[src/rtl/ttt_pkg.sv]
// Shared types for the TickTockTokens host sequencer: opcodes, the tally
// status reply layout and the sequencer FSM states.
package ttt_pkg;

    localparam int TTT_OP_BITS   = 4;
    localparam int TTT_DATA_BITS = 8;

    typedef enum logic [TTT_OP_BITS-1:0] {
        OP_ADD_GOOD     = 4'b0000,
        OP_ADD_BAD      = 4'b0001,
        OP_LOAD_A       = 4'b0010,
        OP_LOAD_B       = 4'b0011,
        OP_LOAD_C       = 4'b0100,
        OP_LOAD_D       = 4'b0101,
        OP_CFG_0        = 4'b0110,
        OP_CFG_1        = 4'b0111,
        OP_TALLY        = 4'b1000,
        OP_ADVANCE      = 4'b1001,
        OP_GET_GOOD     = 4'b1010,
        OP_GET_BAD      = 4'b1011,
        OP_GET_TOTAL    = 4'b1100,
        OP_GET_RATE     = 4'b1101,
        OP_GET_PEAK     = 4'b1110,
        OP_GET_DURATION = 4'b1111
    } ttt_op_e;

    typedef struct packed {
        logic [4:0] reserved;
        logic       valid;
        logic       start;
        logic       stop;
    } ttt_status_t;

    typedef enum logic [1:0] {
        IDLE  = 2'd0,
        ISSUE = 2'd1,
        WAIT  = 2'd2,
        RESP  = 2'd3
    } seq_state_e;

    // True when the opcode returns the status-format reply
    function automatic logic is_status_op(input logic [TTT_OP_BITS-1:0] op);
        return op == OP_TALLY;
    endfunction

endpackage

[src/rtl/ttt_tick_timer.sv]
// Free-running auto-tick timer: raises tick_pending every TICK_PERIOD cycles
// and latches tick_overrun if a tick comes due before the last one was taken.
module ttt_tick_timer
    import ttt_pkg::*;
#(
    parameter int TICK_PERIOD   = 1000,
    parameter int TICK_CNT_BITS = 16
) (
    input  logic clk,
    input  logic rst_n,
    input  logic tick_clear,
    output logic tick_pending,
    output logic tick_overrun
);

    localparam logic [TICK_CNT_BITS-1:0] TICK_LAST = TICK_CNT_BITS'(TICK_PERIOD - 1);

    logic [TICK_CNT_BITS-1:0] cnt_q, cnt_d;
    logic                     pending_q, pending_d;
    logic                     overrun_q, overrun_d;
    logic                     tick_due;

    // Counter wrap, pending set/clear and sticky overrun detection
    always_comb begin
        tick_due  = (cnt_q == TICK_LAST);
        cnt_d     = tick_due ? '0 : cnt_q + 1'b1;
        pending_d = pending_q;
        if (tick_clear) begin
            pending_d = 1'b0;
        end
        if (tick_due) begin
            pending_d = 1'b1;
        end
        overrun_d = overrun_q | (tick_due & pending_q & ~tick_clear);
    end

    // Timer state registers
    always_ff @(posedge clk or negedge rst_n) begin
        if (!rst_n) begin
            cnt_q     <= '0;
            pending_q <= 1'b0;
            overrun_q <= 1'b0;
        end else begin
            cnt_q     <= cnt_d;
            pending_q <= pending_d;
            overrun_q <= overrun_d;
        end
    end

    assign tick_pending = pending_q;
    assign tick_overrun = overrun_q;

endmodule

[src/rtl/ttt_host_sequencer.sv]
// Host-side driver for the TickTockTokens pin protocol. Takes commands on a
// valid/ready stream, holds each on the processor pins for RESP_LATENCY+1
// cycles, captures uo_out and returns it on the response stream.
// Optional feature macro: TTT_HOST_AUTOTICK_EN (periodic tally+advance).
module ttt_host_sequencer
    import ttt_pkg::*;
#(
    parameter int OP_BITS       = 4,
    parameter int DATA_BITS     = 8,
    parameter int RESP_LATENCY  = 1,
    parameter int TICK_PERIOD   = 1000,
    parameter int TICK_CNT_BITS = 16
) (
    input  logic                 clk,
    input  logic                 rst_n,
    input  logic                 cmd_valid,
    output logic                 cmd_ready,
    input  logic [OP_BITS-1:0]   cmd_op,
    input  logic [DATA_BITS-1:0] cmd_data,
    output logic                 rsp_valid,
    input  logic                 rsp_ready,
    output logic [DATA_BITS-1:0] rsp_data,
    output logic                 rsp_is_status,
    output logic [OP_BITS-1:0]   pin_op,
    output logic [DATA_BITS-1:0] pin_data,
    input  logic [DATA_BITS-1:0] pin_rsp,
    output logic                 evt_start,
    output logic                 evt_stop,
    output logic                 tick_overrun
);

    localparam int CNT_W = (RESP_LATENCY > 1) ? $clog2(RESP_LATENCY) : 1;
    localparam logic [OP_BITS-1:0] TALLY_OP   = OP_BITS'(OP_TALLY);
    localparam logic [OP_BITS-1:0] ADVANCE_OP = OP_BITS'(OP_ADVANCE);

    seq_state_e           state_q, state_d;
    logic [OP_BITS-1:0]   op_q, op_d;
    logic [DATA_BITS-1:0] data_q, data_d;
    logic                 auto_q, auto_d;
    logic [CNT_W-1:0]     cnt_q, cnt_d;
    logic [DATA_BITS-1:0] rsp_data_q, rsp_data_d;
    logic                 rsp_is_status_q, rsp_is_status_d;
    logic                 evt_start_q, evt_start_d;
    logic                 evt_stop_q, evt_stop_d;
    logic                 tick_pending;
    ttt_status_t          reply_status;

`ifdef TTT_HOST_AUTOTICK_EN
    logic tick_clear;

    // A pending tick is taken the moment the sequencer leaves IDLE for it
    assign tick_clear = (state_q == IDLE) && tick_pending;

    ttt_tick_timer #(
        .TICK_PERIOD   (TICK_PERIOD),
        .TICK_CNT_BITS (TICK_CNT_BITS)
    ) u_tick_timer (
        .clk          (clk),
        .rst_n        (rst_n),
        .tick_clear   (tick_clear),
        .tick_pending (tick_pending),
        .tick_overrun (tick_overrun)
    );
`else
    assign tick_pending = 1'b0;
    assign tick_overrun = 1'b0;
`endif

    assign reply_status = ttt_status_t'(8'(pin_rsp));

    // State and datapath registers; reset drops any op in flight
    always_ff @(posedge clk or negedge rst_n) begin
        if (!rst_n) begin
            state_q         <= IDLE;
            op_q            <= '0;
            data_q          <= '0;
            auto_q          <= 1'b0;
            cnt_q           <= '0;
            rsp_data_q      <= '0;
            rsp_is_status_q <= 1'b0;
            evt_start_q     <= 1'b0;
            evt_stop_q      <= 1'b0;
        end else begin
            state_q         <= state_d;
            op_q            <= op_d;
            data_q          <= data_d;
            auto_q          <= auto_d;
            cnt_q           <= cnt_d;
            rsp_data_q      <= rsp_data_d;
            rsp_is_status_q <= rsp_is_status_d;
            evt_start_q     <= evt_start_d;
            evt_stop_q      <= evt_stop_d;
        end
    end

    // Next-state: pick host or auto op, time the pin hold, capture the reply
    always_comb begin
        state_d         = state_q;
        op_d            = op_q;
        data_d          = data_q;
        auto_d          = auto_q;
        cnt_d           = cnt_q;
        rsp_data_d      = rsp_data_q;
        rsp_is_status_d = rsp_is_status_q;
        evt_start_d     = 1'b0;
        evt_stop_d      = 1'b0;
        case (state_q)
            IDLE: begin
                if (tick_pending) begin
                    op_d    = TALLY_OP;
                    data_d  = '0;
                    auto_d  = 1'b1;
                    state_d = ISSUE;
                end else if (cmd_valid) begin
                    op_d    = cmd_op;
                    data_d  = cmd_data;
                    auto_d  = 1'b0;
                    state_d = ISSUE;
                end
            end
            ISSUE: begin
                cnt_d   = CNT_W'(RESP_LATENCY - 1);
                state_d = WAIT;
            end
            WAIT: begin
                if (cnt_q != '0) begin
                    cnt_d = cnt_q - 1'b1;
                end else begin
                    if (is_status_op(4'(op_q)) && reply_status.valid) begin
                        evt_start_d = reply_status.start;
                        evt_stop_d  = reply_status.stop;
                    end
                    if (auto_q) begin
                        if (op_q == TALLY_OP) begin
                            op_d    = ADVANCE_OP;
                            state_d = ISSUE;
                        end else begin
                            auto_d  = 1'b0;
                            state_d = IDLE;
                        end
                    end else begin
                        rsp_data_d      = pin_rsp;
                        rsp_is_status_d = is_status_op(4'(op_q));
                        state_d         = RESP;
                    end
                end
            end
            RESP: begin
                if (rsp_ready) begin
                    state_d = IDLE;
                end
            end
            default: begin
                state_d = IDLE;
            end
        endcase
    end

    // Outputs: pins carry the op only while it is being issued or awaited
    always_comb begin
        cmd_ready = (state_q == IDLE) && !tick_pending;
        rsp_valid = (state_q == RESP);
        pin_op    = '0;
        pin_data  = '0;
        if ((state_q == ISSUE) || (state_q == WAIT)) begin
            pin_op   = op_q;
            pin_data = data_q;
        end
    end

    assign rsp_data      = rsp_data_q;
    assign rsp_is_status = rsp_is_status_q;
    assign evt_start     = evt_start_q;
    assign evt_stop      = evt_stop_q;

endmodule

[config.mk]
export PLATFORM = sky130hd
export DESIGN_NAME = ttt_host_sequencer
export DESIGN_NICKNAME = d
export VERILOG_FILES = /design/src/rtl/ttt_pkg.sv /design/src/rtl/ttt_tick_timer.sv /design/src/rtl/ttt_host_sequencer.sv
export SDC_FILE = /design/constraint.sdc
export NUM_CORES = 1
export LEC_CHECK = 0
export BUFFER_PORTS_ARGS = -buffer_cell sky130_fd_sc_hd__clkbuf_2
export CAP_MARGIN = 10
export CORE_AREA = 3 3 66 68
export CTS_CLUSTER_SIZE = 10
export DETAILED_ROUTE_END_ITERATION = 10
export DIE_AREA = 0 0 69 71
export PLACE_DENSITY = 0.61
export SYNTH_ARGS = -nofsm -noshare
export SYNTH_HDL_FRONTEND = slang
export SYNTH_SLANG_ARGS = --single-unit
[constraint.sdc]
create_clock -name clk -period 4 [get_ports clk]
set_clock_uncertainty 0.05 [all_clocks]
set_input_delay 0 -clock clk [delete_from_list [all_inputs] [get_ports clk]]
set_output_delay 0 -clock clk [all_outputs]
set_load 0.02 [all_outputs]
* Word-level counts from Yosys, hierarchy flattened
Cells that the tools add are included.
W data, S select, Z words.
** Cells by class
- Add/subtract/negate cells :: 1
- Reductions and logical operators :: 10
- Mux-type cells :: 26
- Eq/ne operators :: 9
- Bitwise operators :: 2
** Operator list (number)
- $mux W4 :: 5
- $mux W1 :: 12
- $reduce_and A3 Y1 :: 3
- $mux W2 :: 4
- $mux W8 :: 1
- $ne A2 B2 Y1 const B :: 4
- $pmux W2 S4 :: 1
- $pmux W4 S2 :: 1
- $reduce_and A5 Y1 :: 1
- $eq A2 B2 Y1 const B :: 2
- $eq A4 B4 Y1 const B :: 1
- $pmux W1 S2 :: 2
- $reduce_bool A2 Y1 :: 2
- $eq A2 B1 Y1 const B :: 1
- $logic_not A2 Y1 :: 1
- $ne A2 B1 Y1 const B :: 1
- $not A1 Y1 :: 2
- $reduce_and A2 Y1 :: 1
- $logic_and A1 B1 Y1 :: 1
- $logic_or A1 B1 Y1 :: 1
- $sub A1 B1 Y1 const B :: 1
** Word-level totals
- Word-level logic and storage cells :: 57
- Bits in registers :: 27
- Input port bits :: 24
- Output and inout bits :: 26

* Depth between registers and ports, before layout
Gate-level depths: netlist of the first run.
- Depth in word-level cells :: 5
- Gate-level depth with buffers :: 7
- Mapped depth without buffers :: 5

* Least setup slack after synthesis of the first run
Ideal clock, no wire load.
- Path kind :: reg-to-reg
- Start point :: register state_q[0]
- End point :: register op_q[1]
- Stages on the path, launching flop included :: 6
- Data required time :: 3.825 ns
- Period minus slack after synthesis :: 1.804 ns
- Path buffers :: 0
- Arrival time :: 1.630 ns
- Slack :: 2.196 ns
- Path through :: dfrtp_1 inv_1 ha_1 nand2_1 nor2_1 mux2_2
** Between the ends
- Longest elaborated chain between the ends :: 3
- Elaborated cells between the ends (all ways) :: 9
** Ends and longest elaborated chain
- from (decl) :: line ttt_host_sequencer.sv:36 : seq_state_e state_q, state_d;
- from (signal assigned) :: line ttt_host_sequencer.sv:84 : state_q <= state_d;
- $logic_not A2 Y1 (*)
- via cmd_ready :: line ttt_host_sequencer.sv:17 : output logic cmd_ready,
- $ne A2 B2 Y1 (no line) or $reduce_bool A2 Y1 (tied branches)
- $reduce_and A5 Y1 (no line)
- to (signal assigned) :: line ttt_host_sequencer.sv:85 : op_q <= op_d;
- to (decl) :: line ttt_host_sequencer.sv:37 : logic [OP_BITS-1:0] op_q, op_d;
Mark *: on every way through the listed nets, which the timed path passes. The rest lies on a longest branch.
A chain may end at the register's enable or synchronous reset.

* Final worst setup path of the first run
- Start point :: register state_q[0]
- End point :: register op_q[0]
** Between the ends
- Longest elaborated chain between the ends :: 3
- Elaborated cells between the ends (all ways) :: 9
** Ends and longest elaborated chain
- $eq A2 B2 Y1 or $logic_not A2 Y1 (tied branches) :: line ttt_host_sequencer.sv:107 : case (state_q)
- $ne A2 B2 Y1 (no line) or $reduce_bool A2 Y1 (tied branches)
- $reduce_and A5 Y1 (no line)
Several ways; a longest one is shown, not always the timed one.

==> impl_metrics.toml, run 1 <==
[outcome]
status = "finished clean"

[die]
core_sq_um = 3910
die_h_microns = 71
start_util_pct = 30.1
ios = 50
num_rows = 23
die_w_microns = 69
dieArea_sq_um = 4900

[clock_network]
clk_pin_slew_ns = 0.08
cts.sinks = 26
clock_path_buffers = 2
clk_latency_ns = 0.26
htree_levels = 1
cts_tree = "done"
cts_buffers = 3
clock_tree.root_cell = "clkbuf_8"
ctsResizeCount = 0

[final_layout]
n_antenna_cell = 0
stdcell_area_sq_um = 1720
mostFrequentLayoutCell = "clkbuf_2"
final_nets = 202
layoutNonFillerInstCount = 224
drive_gt1_share_pct = 38.5
area_growth_syn_to_layout_pct = 46.3
final_cell_mix = "48 x clkbuf_2, 26 x nand2_1, 26 x dfrtp_1"

[synthesis]
ys_seq_area_share_pct = 55.3
syn_inst = 106
synth_edf_count = 0
syn-num-nets = 133
yosysUniqueCellTypes = 25
syn-mean-instance-area_sq_um = 11.1
syn-cell-area_sq_um = 1180
ys.warnings.count = 0
synth-main-ff-cell = "dfrtp_1"
ys_seq_elements = 26
async_flop_share_pct = 100

[timing]
tns_ns = 0
worst_pin_slew_ns = 0.687
finalHoldViolations = 0
period_share_pct = 49.7
timing.fmax_mhz = 503
rsz0062_at_grt = "no"
period_minus_slack_ns = 1.99
slew_violations = 0
slew_headroom_pct = 54.1
setup_violations = 0
holdWs_ns = 0.0978

[placed_design]
hpwl_microns = 2000
place_area_sq_um = 1460
portBuffers = 48
place_congestion = 0.699
placed_cells = 199

[power]
p_int_uw = 759
p_total_mw = 1.33
p_seq_share_pct = 33.4
pwr-share-clk_pct = 12.4
p_sw_uw = 571
peakVddDrop_mv = 0.449
power.leakage_nw = 0.870
p_per_area_nw_per_um2 = 773
swShare_pct = 42.9
power_frac_comb_pct = 54.2

[critical_path]
cpMaxStageDelayCell = "nor2b_1"
critPathRequiredTime_ns = 4.10
cp_max_fo = 10
endpoint_kind = "flip-flop"
critical_path_class = "flip-flop to flip-flop"
reg2reg_slack_ns = 2.01
r2r_end = "op_q[0]$_DFFE_PN0P_"
cpPeakStageDelay_ns = 0.62
reg2reg_depth = 5
cp_cell_sequence = "inv_1 -> ha_1 -> nor2b_1 -> a2111oi_2 -> o32a_2"
r2r_start = "state_q[0]$_DFFE_PN0P_"
arrival_ns = 2.09
critPathLaunchType = "flip-flop"

[grt]
grt_max_degree = 27
grt_pass1_wl_microns = 4780
use_met1_pct = 14.2
busiest_layer = "met2"
first_global_vias = 1065
met3_usage_pct = 3.98
grt_overflow = 0
grt_use_met2_pct = 21.3
antenna_found_initial = 0
track_usage_pct = 11.8

[drt]
drc = 0
vias_per_cell = 4.29
routedWlPerCell_microns = 12.1
drtPass1Iterations = 4
vias = 962
drt_iter0_markers = 54
ant_nets = 0
wl_microns = 2710

[hold_path]
min_path_cells = 3
hold_end = "state_q[0]$_DFFE_PN0P_"
holdCritStartpoint = "rsp_ready"
min_path_type = "input pin to flip-flop"

[run]
maxCapViolations = 0
registers in the layout, summed over array words and instances, names as in the netlist:
name and cells:
auto_q 1, state_q 2, op_q 4, evt_stop 1
data_q 8, rsp_is_status 1, evt_start 1, rsp_data 8
area by class of cell:
type / count / area [sq um]
clock buffers: 4 / 55.1
fillers: 401 / 2190
inverters: 2 / 7.51
multi-input cells: 73 / 494
flip-flops and latches: 26 / 651
well taps: 50 / 62.6
repair buffers: 69 / 450
worst max-delay path: cells and delay by family, from the launching register on:
| family | cells | cell delay [ns] |
|---|---|---|
| buffers and inverters | 1 | 0.11 |
| adders and majority gates | 1 | 0.38 |
| AOI/OAI and AO/OA | 2 | 0.33 |
| and+or+nand+nor | 1 | 0.62 |
| DFF | 1 | 0.39 |
metal layers:
metal | part of all wire (%) | up-vias
li1 | - | 487
met1 | 44 | 435
met2 | 50 | 40
met3 | 6.2 | 0
met4 | 0 | 0
met5 | 0 | -
synth_stat cells (2+ instances only):
library cell	n	share of area (%)
nand2_1	26	8.3
and4_1	2	1.5
nor2_1	2	0.64
ha_1	3	3.2
mux2_2	11	11
dfrtp_1	26	55
inv_1	2	0.64
o21ai_0	2	0.85
nor2b_1	4	2.1
and2_1	11	5.9
clkbuf_1	3	0.96
worst max-delay path by stage:
stage | startpoint | to | depth (start not counted)
final | state_q[0]$_DFFE_PN0P_ | op_q[0]$_DFFE_PN0P_ | 5
after global routing | state_q[0]$_DFFE_PN0P_ | state_q[1]$_DFFE_PN0P_ | 5
after CTS | state_q[0]$_DFFE_PN0P_ | op_q[0]$_DFFE_PN0P_ | 5
after detailed placement | state_q[0]$_DFFE_PN0P_ | op_q[0]$_DFFE_PN0P_ | 5
after global placement | state_q[0]$_DFFE_PN0P_ | op_q[0]$_DFFE_PN0P_ | 5
after floorplan | state_q[0]$_DFFE_PN0P_ | op_q[1]$_DFFE_PN0P_ | 5
kinds of logic after synthesis:
| group | synth area share [%] |
|---|---|
| flops | 55.3 |
| mux | 10.5 |
| fa+ha+maj | 3.19 |
| other cells | 0.319 |
| compound gates | 6.49 |
| buf+inv | 2.66 |
| simple gates | 21.5 |
power by group through the flow:
| stage | combinational (mW) | sequential (mW) | clock (mW) |
|---|---|---|---|
| 2_1_floorplan | 0.454 | 0.486 | 0 |
| 3_3_place_gp | 0.698 | 0.444 | 0 |
| 3_5_place_dp | 0.713 | 0.452 | 0 |
| 4_1_cts | 0.735 | 0.447 | 0.172 |
| 5_1_grt | 0.792 | 0.463 | 0.188 |
| 6_report | 0.722 | 0.444 | 0.165 |
timing repair:
action                    CTS  global route
buffers inserted            0             0
hold buffers               21             0
hold endpoints to repair   48             0
stage by stage:
| stage | utilization (%) | setup WS (ns) |
|---|---|---|
| floorplan | - | 2.20 |
| global route | 44.0 | 1.79 |
| finish | 44.0 | 2.01 |
| global placement | 37.2 | 2.09 |
| CTS | 44.0 | 1.98 |
| detailed placement | 37.2 | 2.00 |
Power figures use the tool's default switching activity.
==> run 2: changes to the inputs <==
--- a/config.mk
+++ b/config.mk
@@ -11,7 +11,7 @@
 export CTS_CLUSTER_SIZE = 10
 export DETAILED_ROUTE_END_ITERATION = 10
 export DIE_AREA = 0 0 69 71
-export PLACE_DENSITY = 0.61
+export PLACE_DENSITY = 0.63
 export SYNTH_ARGS = -nofsm -noshare
 export SYNTH_HDL_FRONTEND = slang
 export SYNTH_SLANG_ARGS = --single-unit
==> constraint.sdc (replaced) <==
create_clock -name clk -period 1.8 [get_ports clk]
set_clock_uncertainty 0.05 [all_clocks]
set_input_delay 0 -clock clk [delete_from_list [all_inputs] [get_ports clk]]
set_output_delay 0 -clock clk [all_outputs]
set_load 0.02 [all_outputs]
==> run 2 against run 1 <==
  * Critical path depth fell by 2
  * Cell count rose by 0.89%
  * Clock power rose to 2.9 times the previous value
==> impl_metrics.toml, run 2 (same netlist as run 1, synthesis figures left out) <==
[die]
die_w_microns = 69
ios = 50
start_util_pct = 30.1
num_rows = 23
dieArea_sq_um = 4900
die_h_microns = 71
core_sq_um = 3910

[grt]
track_usage_pct = 11.9
first_global_vias = 1063
grt_pass1_wl_microns = 4770
grt_max_degree = 27
grt_overflow = 0
antenna_found_initial = 0

[power]
power.leakage_nw = 0.887
p_total_mw = 3.11
p_sw_mw = 1.30
pwr-share-clk_pct = 15.6
swShare_pct = 41.7
p_seq_share_pct = 31.7
power_frac_comb_pct = 52.7
peakVddDrop_mv = 1.02
p_int_mw = 1.81
p_per_area_nw_per_um2 = 1770

[critical_path]
critPathRequiredTime_ns = 1.97
r2r_end = "op_q[0]$_DFFE_PN0P_"
endpoint_kind = "flip-flop"
critical_path_class = "flip-flop to flip-flop"
cp-startpoint = "op_q[2]$_DFFE_PN0P_"
r2r_start = "op_q[2]$_DFFE_PN0P_"
reg2reg_slack_ns = 0.15
reg2reg_depth = 3
arrival_ns = 1.81
cp_max_fo = 4
critPathLaunchType = "flip-flop"
endpoint = "op_q[0]$_DFFE_PN0P_"

[timing]
tns_ns = 0
slew_violations = 0
period_minus_slack_ns = 1.65
timing.fmax_mhz = 608
period_share_pct = 91.4
setup_violations = 0
rsz0062_at_grt = "no"
worst_pin_slew_ns = 0.646
finalHoldViolations = 0
slew_headroom_pct = 57.0

[outcome]
status = "finished clean"

[clock_network]
clk_pin_slew_ns = 0.09
post_cts_buffers = 0
clock_tree.root_cell = "clkbuf_8"
clock_path_buffers = 2
cts.sinks = 26
htree_levels = 1
cts_buffers = 3
cts_tree = "done"
clk_latency_ns = 0.27

[final_layout]
final_nets = 204
drive_gt1_share_pct = 39.8
area_growth_syn_to_layout_pct = 49.1
final_cell_mix = "48 x clkbuf_2, 26 x dfrtp_1, 25 x nand2_1"
mostFrequentLayoutCell = "clkbuf_2"
n_antenna_cell = 0

[placed_design]
hpwl_microns = 2010
portBuffers = 48
place_congestion = 0.784

[drt]
drc = 0
drt_iter0_markers = 18
vias = 982
ant_nets = 0
routedWlPerCell_microns = 12.1
vias_per_cell = 4.35
wl_microns = 2730
drtPass1Iterations = 4

[run]
maxCapViolations = 0

[hold_path]
min_path_type = "input pin to flip-flop"
==> run 2: metal layers <==
| metal | global-route usage [%] | vias to the layer above | part of all wire [%] |
|---|---|---|---|
| li1 | - | 494 | - |
| met1 | 14.5 | 444 | 45 |
| met2 | 20.3 | 39 | 47 |
| met3 | 2.84 | 5 | 6.0 |
| met4 | 4.99 | 0 | 1.4 |
| met5 | 0 | - | 0 |
==> run 2: per-stage QoR <==
stage	instances	hold slack, ns	instance area, sq um	setup WS [ns]	util [%]
floorplan	106	-0.346	1180	0.0823	-
global placement	201	-0.00644	1470	0.216	37.6
finish	226	0.0978	1750	0.155	44.8
global route	226	0.123	1750	0.0326	44.8
detailed placement	201	0.0213	1470	0.163	37.6
CTS	226	0.0962	1750	0.134	44.8
==> run 2: critical path: stages (launching register included) <==
cell,delay [ns]
dfrtp_1,0.42
or4b_4,0.56
a2111oi_2,0.36
o32a_2,0.20
==> run 2: area by class of cell <==
type	instances	area (sq um)
clock buffer	3	41.3
clock inverter	1	30.0
fill	393	2160
inverter	2	7.51
multi-input combinational	73	497
sequential	26	651
tap	50	62.6
timing repair buffer	71	465
==> run 2: worst min path at each step <==
stage	startpoint	to	slack, ns	cells past startpoint
after floorplan	rst_n	auto_q$_DFFE_PN0P_	-0.35	0
after global placement	rst_n	data_q[5]$_DFFE_PN0P_	-0.006	1
after detailed placement	rst_n	data_q[4]$_DFFE_PN0P_	0.02	1
after CTS	rsp_ready	state_q[0]$_DFFE_PN0P_	0.1	3
after global routing	rsp_ready	state_q[0]$_DFFE_PN0P_	0.12	3
final	rsp_ready	state_q[0]$_DFFE_PN0P_	0.1	3
==> run 2: power by group through the flow <==
stage	clock network, mW	logic (mW)	registers, mW
detailed placement	0	1.62	1.00
CTS	0.504	1.67	0.989
global route	0.532	1.80	1.02
global placement	0	1.59	0.977
floorplan	0	1.01	1.08
finish	0.484	1.64	0.985
==> run 2: repair_timing <==
item                                   4_1_cts  5_1_grt
hold buffers                                21        0
endpoints found under the hold margin       48        0
gates resized for setup                      0        0
